**src/rtl/pipe_hazard_if.sv**
```systemverilog
// Decode <-> hazard-unit bundle: decode-stage instruction fields in, stall and
// registered EX forwarding controls out.
interface pipe_hazard_if #(
  parameter int REG_BITS = 5,
  parameter int SELW     = 3
);
  logic                id_valid;
  logic [REG_BITS-1:0] id_a_reg;
  logic [REG_BITS-1:0] id_b_reg;
  logic                id_uses_a;
  logic                id_uses_b;
  logic                id_wb_en;
  logic [REG_BITS-1:0] id_wb_reg;
  logic                id_is_load;
  logic                flush;
  logic                stall;
  logic                ex_valid;
  logic [SELW-1:0]     fwd_a_sel;
  logic [SELW-1:0]     fwd_b_sel;

  modport master (
    output id_valid, id_a_reg, id_b_reg, id_uses_a, id_uses_b,
           id_wb_en, id_wb_reg, id_is_load, flush,
    input  stall, ex_valid, fwd_a_sel, fwd_b_sel
  );

  modport slave (
    input  id_valid, id_a_reg, id_b_reg, id_uses_a, id_uses_b,
           id_wb_en, id_wb_reg, id_is_load, flush,
    output stall, ex_valid, fwd_a_sel, fwd_b_sel
  );
endinterface

```
**src/rtl/pipe_hazard_unit.sv**
```systemverilog
// Scoreboard + forwarding controller between decode and EX; stalls decode on
// load-use / slow producers. Optional stall counter behind HAZARD_STATS_EN.
module pipe_hazard_unit #(
  parameter int REG_BITS   = 5,
  parameter int DEPTH      = 3,
  parameter int LOAD_READY = 2,
  parameter int ALU_READY  = 1,
  parameter int SELW       = 3
) (
  input  logic          clk,
  input  logic          rst,
  pipe_hazard_if.slave  bus
`ifdef HAZARD_STATS_EN
  ,
  output logic [31:0]   stall_cnt
`endif
);

  generate
    if (DEPTH < 2 || DEPTH > 8 ||
        LOAD_READY < 1 || LOAD_READY > DEPTH - 1 ||
        ALU_READY < 1 || ALU_READY > LOAD_READY ||
        (1 << SELW) <= DEPTH) begin : g_bad_params
      $error("pipe_hazard_unit: illegal parameter combination");
    end
  endgenerate

  typedef struct packed {
    logic            hazard;
    logic [SELW-1:0] sel;
  } fwd_t;

  // Scoreboard, index 0 = EX ... DEPTH-1 = WB.
  logic [DEPTH-1:0]               sb_valid;
  logic [DEPTH-1:0]               sb_wb_en;
  logic [DEPTH-1:0]               sb_load;
  logic [DEPTH-1:0][REG_BITS-1:0] sb_reg;

  fwd_t res_a;
  fwd_t res_b;
  logic load;

  // Scanning oldest-to-youngest lets the youngest matching producer win.
  function automatic fwd_t resolve(
    input logic                           use_r,
    input logic [REG_BITS-1:0]            r,
    input logic [DEPTH-1:0]               v,
    input logic [DEPTH-1:0]               we,
    input logic [DEPTH-1:0]               ld,
    input logic [DEPTH-1:0][REG_BITS-1:0] regs
  );
    fwd_t res;
    res = '0;
    if (use_r && r != '0) begin
      for (int k = DEPTH - 1; k >= 0; k--) begin
        if (v[k] && we[k] && regs[k] == r) begin
          res = '0;
          if (k + 1 <= DEPTH - 1) begin
            if (k + 1 >= (ld[k] ? LOAD_READY : ALU_READY))
              res.sel = SELW'(k + 1);
            else
              res.hazard = 1'b1;
          end
        end
      end
    end
    return res;
  endfunction

  // NOTE: every always_comb output gets a value on every path (here via
  // the function's own default), so no latch can be inferred.
  always_comb begin
    res_a = resolve(bus.id_uses_a, bus.id_a_reg, sb_valid, sb_wb_en, sb_load, sb_reg);
    res_b = resolve(bus.id_uses_b, bus.id_b_reg, sb_valid, sb_wb_en, sb_load, sb_reg);
  end

  assign bus.stall = bus.id_valid & ~bus.flush & (res_a.hazard | res_b.hazard);
  assign load      = bus.id_valid & ~bus.stall & ~bus.flush;

  // NOTE: sequential state uses non-blocking assignments so every register
  // samples pre-edge values; the whole scoreboard is reset (not just valid)
  // because it is a handful of flops, not a RAM, and this keeps it X-free.
  always_ff @(posedge clk or posedge rst) begin
    if (rst) begin
      sb_valid      <= '0;
      sb_wb_en      <= '0;
      sb_load       <= '0;
      sb_reg        <= '0;
      bus.ex_valid  <= 1'b0;
      bus.fwd_a_sel <= '0;
      bus.fwd_b_sel <= '0;
    end else begin
      sb_valid      <= {sb_valid[DEPTH-2:0], load};
      sb_wb_en      <= {sb_wb_en[DEPTH-2:0], load & bus.id_wb_en};
      sb_load       <= {sb_load[DEPTH-2:0],  load & bus.id_is_load};
      sb_reg        <= {sb_reg[DEPTH-2:0],   bus.id_wb_reg};
      bus.ex_valid  <= load;
      bus.fwd_a_sel <= load ? res_a.sel : '0;
      bus.fwd_b_sel <= load ? res_b.sel : '0;
    end
  end

`ifdef HAZARD_STATS_EN
  always_ff @(posedge clk or posedge rst) begin
    if (rst)
      stall_cnt <= '0;
    else if (bus.stall && stall_cnt != '1)
      stall_cnt <= stall_cnt + 32'd1;
  end
`endif

endmodule
```
**src/flat_wrapper.sv**
```systemverilog
// flat-port wrapper written by rule: the top's interface ports become plain ports
module pipe_hazard_unit_flat 
#(
  parameter int REG_BITS   = 5,
  parameter int DEPTH      = 3,
  parameter int LOAD_READY = 2,
  parameter int ALU_READY  = 1,
  parameter int SELW       = 3
)
  (clk, rst, bus_id_valid, bus_id_a_reg, bus_id_b_reg, bus_id_uses_a, bus_id_uses_b, bus_id_wb_en, bus_id_wb_reg, bus_id_is_load, bus_flush, bus_stall, bus_ex_valid, bus_fwd_a_sel, bus_fwd_b_sel);
  pipe_hazard_if #(.REG_BITS(REG_BITS), .SELW(SELW)) bus_i ();
  input  logic clk;
  input  logic rst;
  input wire logic [$bits(bus_i.id_valid)-1:0] bus_id_valid;
  input wire logic [$bits(bus_i.id_a_reg)-1:0] bus_id_a_reg;
  input wire logic [$bits(bus_i.id_b_reg)-1:0] bus_id_b_reg;
  input wire logic [$bits(bus_i.id_uses_a)-1:0] bus_id_uses_a;
  input wire logic [$bits(bus_i.id_uses_b)-1:0] bus_id_uses_b;
  input wire logic [$bits(bus_i.id_wb_en)-1:0] bus_id_wb_en;
  input wire logic [$bits(bus_i.id_wb_reg)-1:0] bus_id_wb_reg;
  input wire logic [$bits(bus_i.id_is_load)-1:0] bus_id_is_load;
  input wire logic [$bits(bus_i.flush)-1:0] bus_flush;
  output wire logic [$bits(bus_i.stall)-1:0] bus_stall;
  output wire logic [$bits(bus_i.ex_valid)-1:0] bus_ex_valid;
  output wire logic [$bits(bus_i.fwd_a_sel)-1:0] bus_fwd_a_sel;
  output wire logic [$bits(bus_i.fwd_b_sel)-1:0] bus_fwd_b_sel;
  assign bus_i.id_valid = bus_id_valid;
  assign bus_i.id_a_reg = bus_id_a_reg;
  assign bus_i.id_b_reg = bus_id_b_reg;
  assign bus_i.id_uses_a = bus_id_uses_a;
  assign bus_i.id_uses_b = bus_id_uses_b;
  assign bus_i.id_wb_en = bus_id_wb_en;
  assign bus_i.id_wb_reg = bus_id_wb_reg;
  assign bus_i.id_is_load = bus_id_is_load;
  assign bus_i.flush = bus_flush;
  assign bus_stall = bus_i.stall;
  assign bus_ex_valid = bus_i.ex_valid;
  assign bus_fwd_a_sel = bus_i.fwd_a_sel;
  assign bus_fwd_b_sel = bus_i.fwd_b_sel;
  pipe_hazard_unit #(.REG_BITS(REG_BITS), .DEPTH(DEPTH), .LOAD_READY(LOAD_READY), .ALU_READY(ALU_READY), .SELW(SELW)) u_core (.clk(clk), .rst(rst), .bus(bus_i));
endmodule
```
**config.mk**
```make
export PLATFORM = sky130hd
export DESIGN_NAME = pipe_hazard_unit_flat
export DESIGN_NICKNAME = d
export VERILOG_FILES = /design/src/rtl/pipe_hazard_if.sv /design/src/rtl/pipe_hazard_unit.sv /design/src/flat_wrapper.sv
export SDC_FILE = /design/constraint.sdc
export NUM_CORES = 1
export LEC_CHECK = 0
export BUFFER_PORTS_ARGS = -buffer_cell sky130_fd_sc_hd__buf_2
export CAP_MARGIN = 20
export CORE_MARGIN = 2
export CORE_UTILIZATION = 51
export DETAILED_ROUTE_END_ITERATION = 16
export GPL_ROUTABILITY_DRIVEN = 0
export PLACE_DENSITY = 0.93
export SETUP_SLACK_MARGIN = 0.02
export SLEW_MARGIN = 20
export SYNTH_ARGS = -nofsm -noshare
export SYNTH_HDL_FRONTEND = slang
export SYNTH_SLANG_ARGS = --single-unit
```
**constraint.sdc**
```tcl
create_clock -name clk -period 3.05 [get_ports clk]
set_input_delay 0.4575 -clock clk [delete_from_list [all_inputs] [get_ports clk]]
set_output_delay 0.4575 -clock clk [all_outputs]
set_load 0.02 [all_outputs]
```
Yosys cells after proc, flatten, opt, wreduce, memory -nomap -nowiden

Cells that the tools add are included.

Input port bits: 23
Bits in writable memories: 0
Bits in registers: 23
Memory bits (read-only): 0
Latch bits: 0
Memories: 0
Word-level logic and storage cells: 47
Output and inout bits: 8

Bitwise operators: 9
Add/sub/neg operators: 0
Multipliers: 0
Reduce and logical (&&, ||, !) cells: 10
Divide/modulo/power cells: 0
Shift operators: 0
Magnitude comparators: 2
Multiplexer cells: 14
Equal/unequal tests: 4

Operator list:

| operator                                                          | number |
|---|---|
| greater-or-equal comparator 2 x 32 -> 1 bit, first input constant | 1 |
| greater-or-equal comparator 3 x 32 -> 1 bit, first input constant | 1 |
| 2-to-1 mux 4 bit                                                  | 6 |
| == test 5 bit                                                     | 4 |
| nonzero test 5 bit                                                | 2 |
| logical AND 1 bit                                                 | 8 |
| AND 1 bit                                                         | 6 |
| 2-to-1 mux 2 bit                                                  | 3 |
| 2-to-1 mux 3 bit                                                  | 2 |
| 2-to-1 mux 1 bit                                                  | 3 |
| inverter 1 bit                                                    | 2 |
| OR 1 bit                                                          | 1 |

Logic depth before layout (Yosys ltp)

Depth in word-level cells: 12
Mapped depth: 5
Mapped depth without buffers: 5

Least setup slack after synthesis

OpenSTA, ideal clock, no wires.

Path kind: input to output
Start point: input port bus_id_a_reg[4]
End point: output port bus_stall
Arrival time: 1,694 ps
Setup slack: 898 ps
Required time: 2,592 ps
Buffers on the path: 0
Stages: 5
Path through: xor2_1 nor4_1 nor4bb_1 o21a_1 nor2b_1

Longest elaborated chain between the ends: 7
Elaborated cells between the ends (all ways): 11

RTL lines:

| item                           | line                   | RTL |
|---|---|---|
| start: declaration             | flat_wrapper.sv:15     | `input wire logic [$bits(bus_i.id_a_reg)-1:0] bus_id_a_reg;` |
| == test 5 bit                  | pipe_hazard_unit.sv:56 | `if (v[k] && we[k] && regs[k] == r) begin` |
| logical AND 1 bit              | pipe_hazard_unit.sv:56 |  |
| 2-to-1 mux 4 bit (2 in series) | pipe_hazard_unit.sv:56 |  |
| 2-to-1 mux 4 bit *             | pipe_hazard_unit.sv:54 | `if (use_r && r != '0) begin` |
| OR 1 bit *                     | pipe_hazard_unit.sv:77 | `assign bus.stall = bus.id_valid & ~bus.flush & (res_a.hazard \| res_b.hazard);` |
| AND 1 bit *                    | pipe_hazard_unit.sv:77 |  |
| end: declaration               | flat_wrapper.sv:23     | `output wire logic [$bits(bus_i.stall)-1:0] bus_stall;` |

Every way passes the cells marked *; elsewhere a longest branch is shown, timed or not.

Worst setup path in the final report

Start point: register u_core.sb_reg[1] in the netlist's numbering
End point: output port bus_stall

Longest elaborated chain between the ends: 6
Elaborated cells between the ends (all ways): 10

RTL lines:

| item                     | line                   | RTL |
|---|---|---|
| start: declaration       | pipe_hazard_unit.sv:37 | `logic [DEPTH-1:0][REG_BITS-1:0] sb_reg;` |
| start signal: assignment | pipe_hazard_unit.sv:96 | `sb_reg <= {sb_reg[DEPTH-2:0], bus.id_wb_reg};` |
| == test 5 bit            | pipe_hazard_unit.sv:56 |  |
| logical AND 1 bit        | pipe_hazard_unit.sv:56 |  |
| 2-to-1 mux 4 bit         | pipe_hazard_unit.sv:56 |  |
| 2-to-1 mux 4 bit         | pipe_hazard_unit.sv:54 |  |
| OR 1 bit *               | pipe_hazard_unit.sv:77 |  |
| AND 1 bit *              | pipe_hazard_unit.sv:77 |  |

Marked as above.

==> impl_results.md <==
* Initial antenna violation count at 0
* Hold Fails Final Rpt at 0
* Critical path depth in cells at 6
* Initial DRT Pass Iterations at 4
* Share of cells above drive strength 1 at 33.98%
* Final critical-path required period at 2658 ps
* Worst setup SP type: register
* Post-DRT Antenna Nets at 0
* DRT Wirelength at 1793 um
* Worst Reg2Reg Path Length in Cells at 5
* Number of global-route vias before repair at 666
* Final Max Slew Viols at 0
* FF+latch count, synth at 19
* Skew final at 0.9274 ps
* Fmax at 0.3762 GHz
* Synth area leaders: dfrtp_1 55%, xnor2_1 10%, xor2_1 10%
* CP arrival at 2200 ps
* Die height at 45.00 um
* Tcrit/Tclk final at 87.14%
* Crit path kind: reg2out
* Final setup fails at 0
* Overflow after GRT at 0
* Initial Util at 55.60%
* Max reg flops at 10
* Global-route wire length before repair at 2911 um
* Synth unique cells at 20
* Critical Path RT at 2590 ps
* CTS sink cnt at 19
* Max FO, Critical Path at 6
* Netlist Area Pre-Place at 857.1 sq um
* CP bufs+invs at 1
* Input/output buffers at 28
* Max-cap viol count at 0
* CP endpoint kind: output pin
* Largest net degree at the start of global routing at 20
* Area of the core at 0.001541 sq mm
* Wire per inst at 15.07 um
* HPWL after detailed placement at 1441 um
* Cell family with most CP delay: simple AND/OR/NAND/NOR gates
* Net count, final at 127
* Site row count at 14
* 1st-iter DRT viols at 24
* FILL cells at 120
* Skew-Pair Late Insertion Delay at 300 ps
* Mapped Cells at 72
* Worst vdd rail ir drop at 357.2 uV
* Hold bufs inserted after CTS at 0
* Mean post-synth cell area at 11.90 sq um
* Status: completed
* Yosys warning count at 0
* Setup TNS at 0 ps
* Seq/Total Area, Yosys at 55.47%
* Post-CTS setup buffers at 0
* # IOs at 31
* CTS max path bufs at 2
* CTS root buffer: clkbuf_4
* Vias post-DR at 638
* Tot Pwr at 0.4572 mW
* Drc violations at 0
* Largest stage delay, worst path at 430 ps
* Die Wd at 45.00 um
* PwrDens at 443.0 mW/mm^2
* Via-to-Cell Ratio at 5.361
* GRT Overall Usage at 20.98%
* CTS tree: done
* DIE AREA at 0.002025 sq mm
* Static Leak at 0.4784 nW
* Crit path cell chain: xor2_1 > nor4_1 > nor4bb_1 > o21a_1 > nor2b_1 > buf_2
* Syn-to-layout area delta at 20.44%
* Worst Hold Class: in2async
* Leading area contributor after synthesis: dfrtp_1
* # resized after CTS at 0
* CP max stage cell: dfrtp_1
* Yosys top cell area share at 55.47%
* Least-Margin Pin Slew at 682.7 ps
* CTS buffer count at 3
* # H-tree levels at 1
* Slew HR at 54.44%
* N_diodes at 0
* Clock transition at path regs at 100 ps
* RSZ-0062 raised after global routing: no
==> cells in the mapped netlist <==
| cell type | count |
|---|---|
| nor2_1 | 2 |
| xor2_1 | 10 |
| nor3b_1 | 3 |
| nor4_1 | 4 |
| nor2b_1 | 1 |
| o21a_1 | 1 |
| xnor2_1 | 10 |
| o21ai_2 | 2 |
| nand4_1 | 2 |
| nand2_1 | 3 |
| inv_1 | 1 |
| nor3_1 | 3 |
| nand3_1 | 3 |
| o21ai_0 | 1 |
| conb_1 | 1 |
| nor4bb_1 | 1 |
| or4_4 | 2 |
| buf_4 | 2 |
| nand2b_1 | 1 |
| dfrtp_1 | 19 |
==> placed cells by master (no fill, tap or decap), types with 2 or more instances in the layout <==
master    synthesis  layout
buf_2             0      28
clkbuf_4          0       3
conb_1            1       2
dfrtp_1          19      19
nand2_1           3       3
nand3_1           3       3
nand4_1           2       2
nor2_1            2       2
nor3_1            3       3
nor3b_1           3       3
nor4_1            4       4
o21ai_2           2       2
or4_4             2       2
xnor2_1          10      10
xor2_1           10      10
==> layout make-up <==
type | instances | area [sq um] | share of cell area (%)
clock buffers | 4 | 26.28 | 2.545
well taps | 16 | 20.02 | 1.939
repair buffers | 28 | 140.1 | 13.58
multi-input cells | 51 | 366.6 | 35.52
flip-flops and latches | 19 | 475.5 | 46.06
inverters | 1 | 3.754 | 0.3636
==> where the power goes <==
part / internal, mW / switching [mW]
registers: 0.261 / 0.00937
logic: 0.0294 / 0.0331
clock network: 0.0510 / 0.0731
total: 0.342 / 0.115
==> worst paths after layout <==
check | to | slack, ps | start
worst max-delay path | bus_stall | 390 | u_core.sb_reg[1]
max in group asynchronous | u_core.sb_reg[0] | 2380 | rst
min in group clk | u_core.sb_reg[1] | 260 | bus_id_wb_reg[1]
worst min register to register | u_core.sb_reg[9] | 440 | u_core.sb_reg[4]
worst min-delay path | u_core.sb_reg[6] | 250 | rst
worst max register to register | u_core.bus.fwd_b_sel[1] | 1250 | u_core.sb_reg[1]
==> routing by layer <==
metal | track usage (%) | vias to the layer above | part of all wire [%]
met5 | 0 | - | 0
li1 | - | 304 | -
met4 | 11.76 | 0 | 2.2
met3 | 4.000 | 5 | 7.8
met1 | 24.93 | 295 | 39
met2 | 35.43 | 34 | 51
==> stage by stage <==
step / cells / hold slack (ps) / area (sq um) / util, % / worst slack, ps
2_1_floorplan: 73 / 393.2 / 860.8 / - / 898.3
3_3_place_gp: 115 / 410.0 / 1006 / 65.26 / 704.3
3_5_place_dp: 115 / 423.6 / 1006 / 65.26 / 566.6
4_1_cts: 119 / 253.0 / 1032 / 66.96 / 409.5
5_1_grt: 119 / 234.2 / 1032 / 66.96 / 232.1
6_report: 119 / 245.3 / 1032 / 66.96 / 392.1
==> cell families after synthesis <==
| kind of cell | share of synthesized area (%) |
|---|---|
| xor+xnor | 20.44 |
| compound gates | 3.504 |
| flops | 55.47 |
| buf+inv | 2.189 |
| other cells | 0.4375 |
| simple gates | 17.96 |
(Power assumes the default switching activity.)
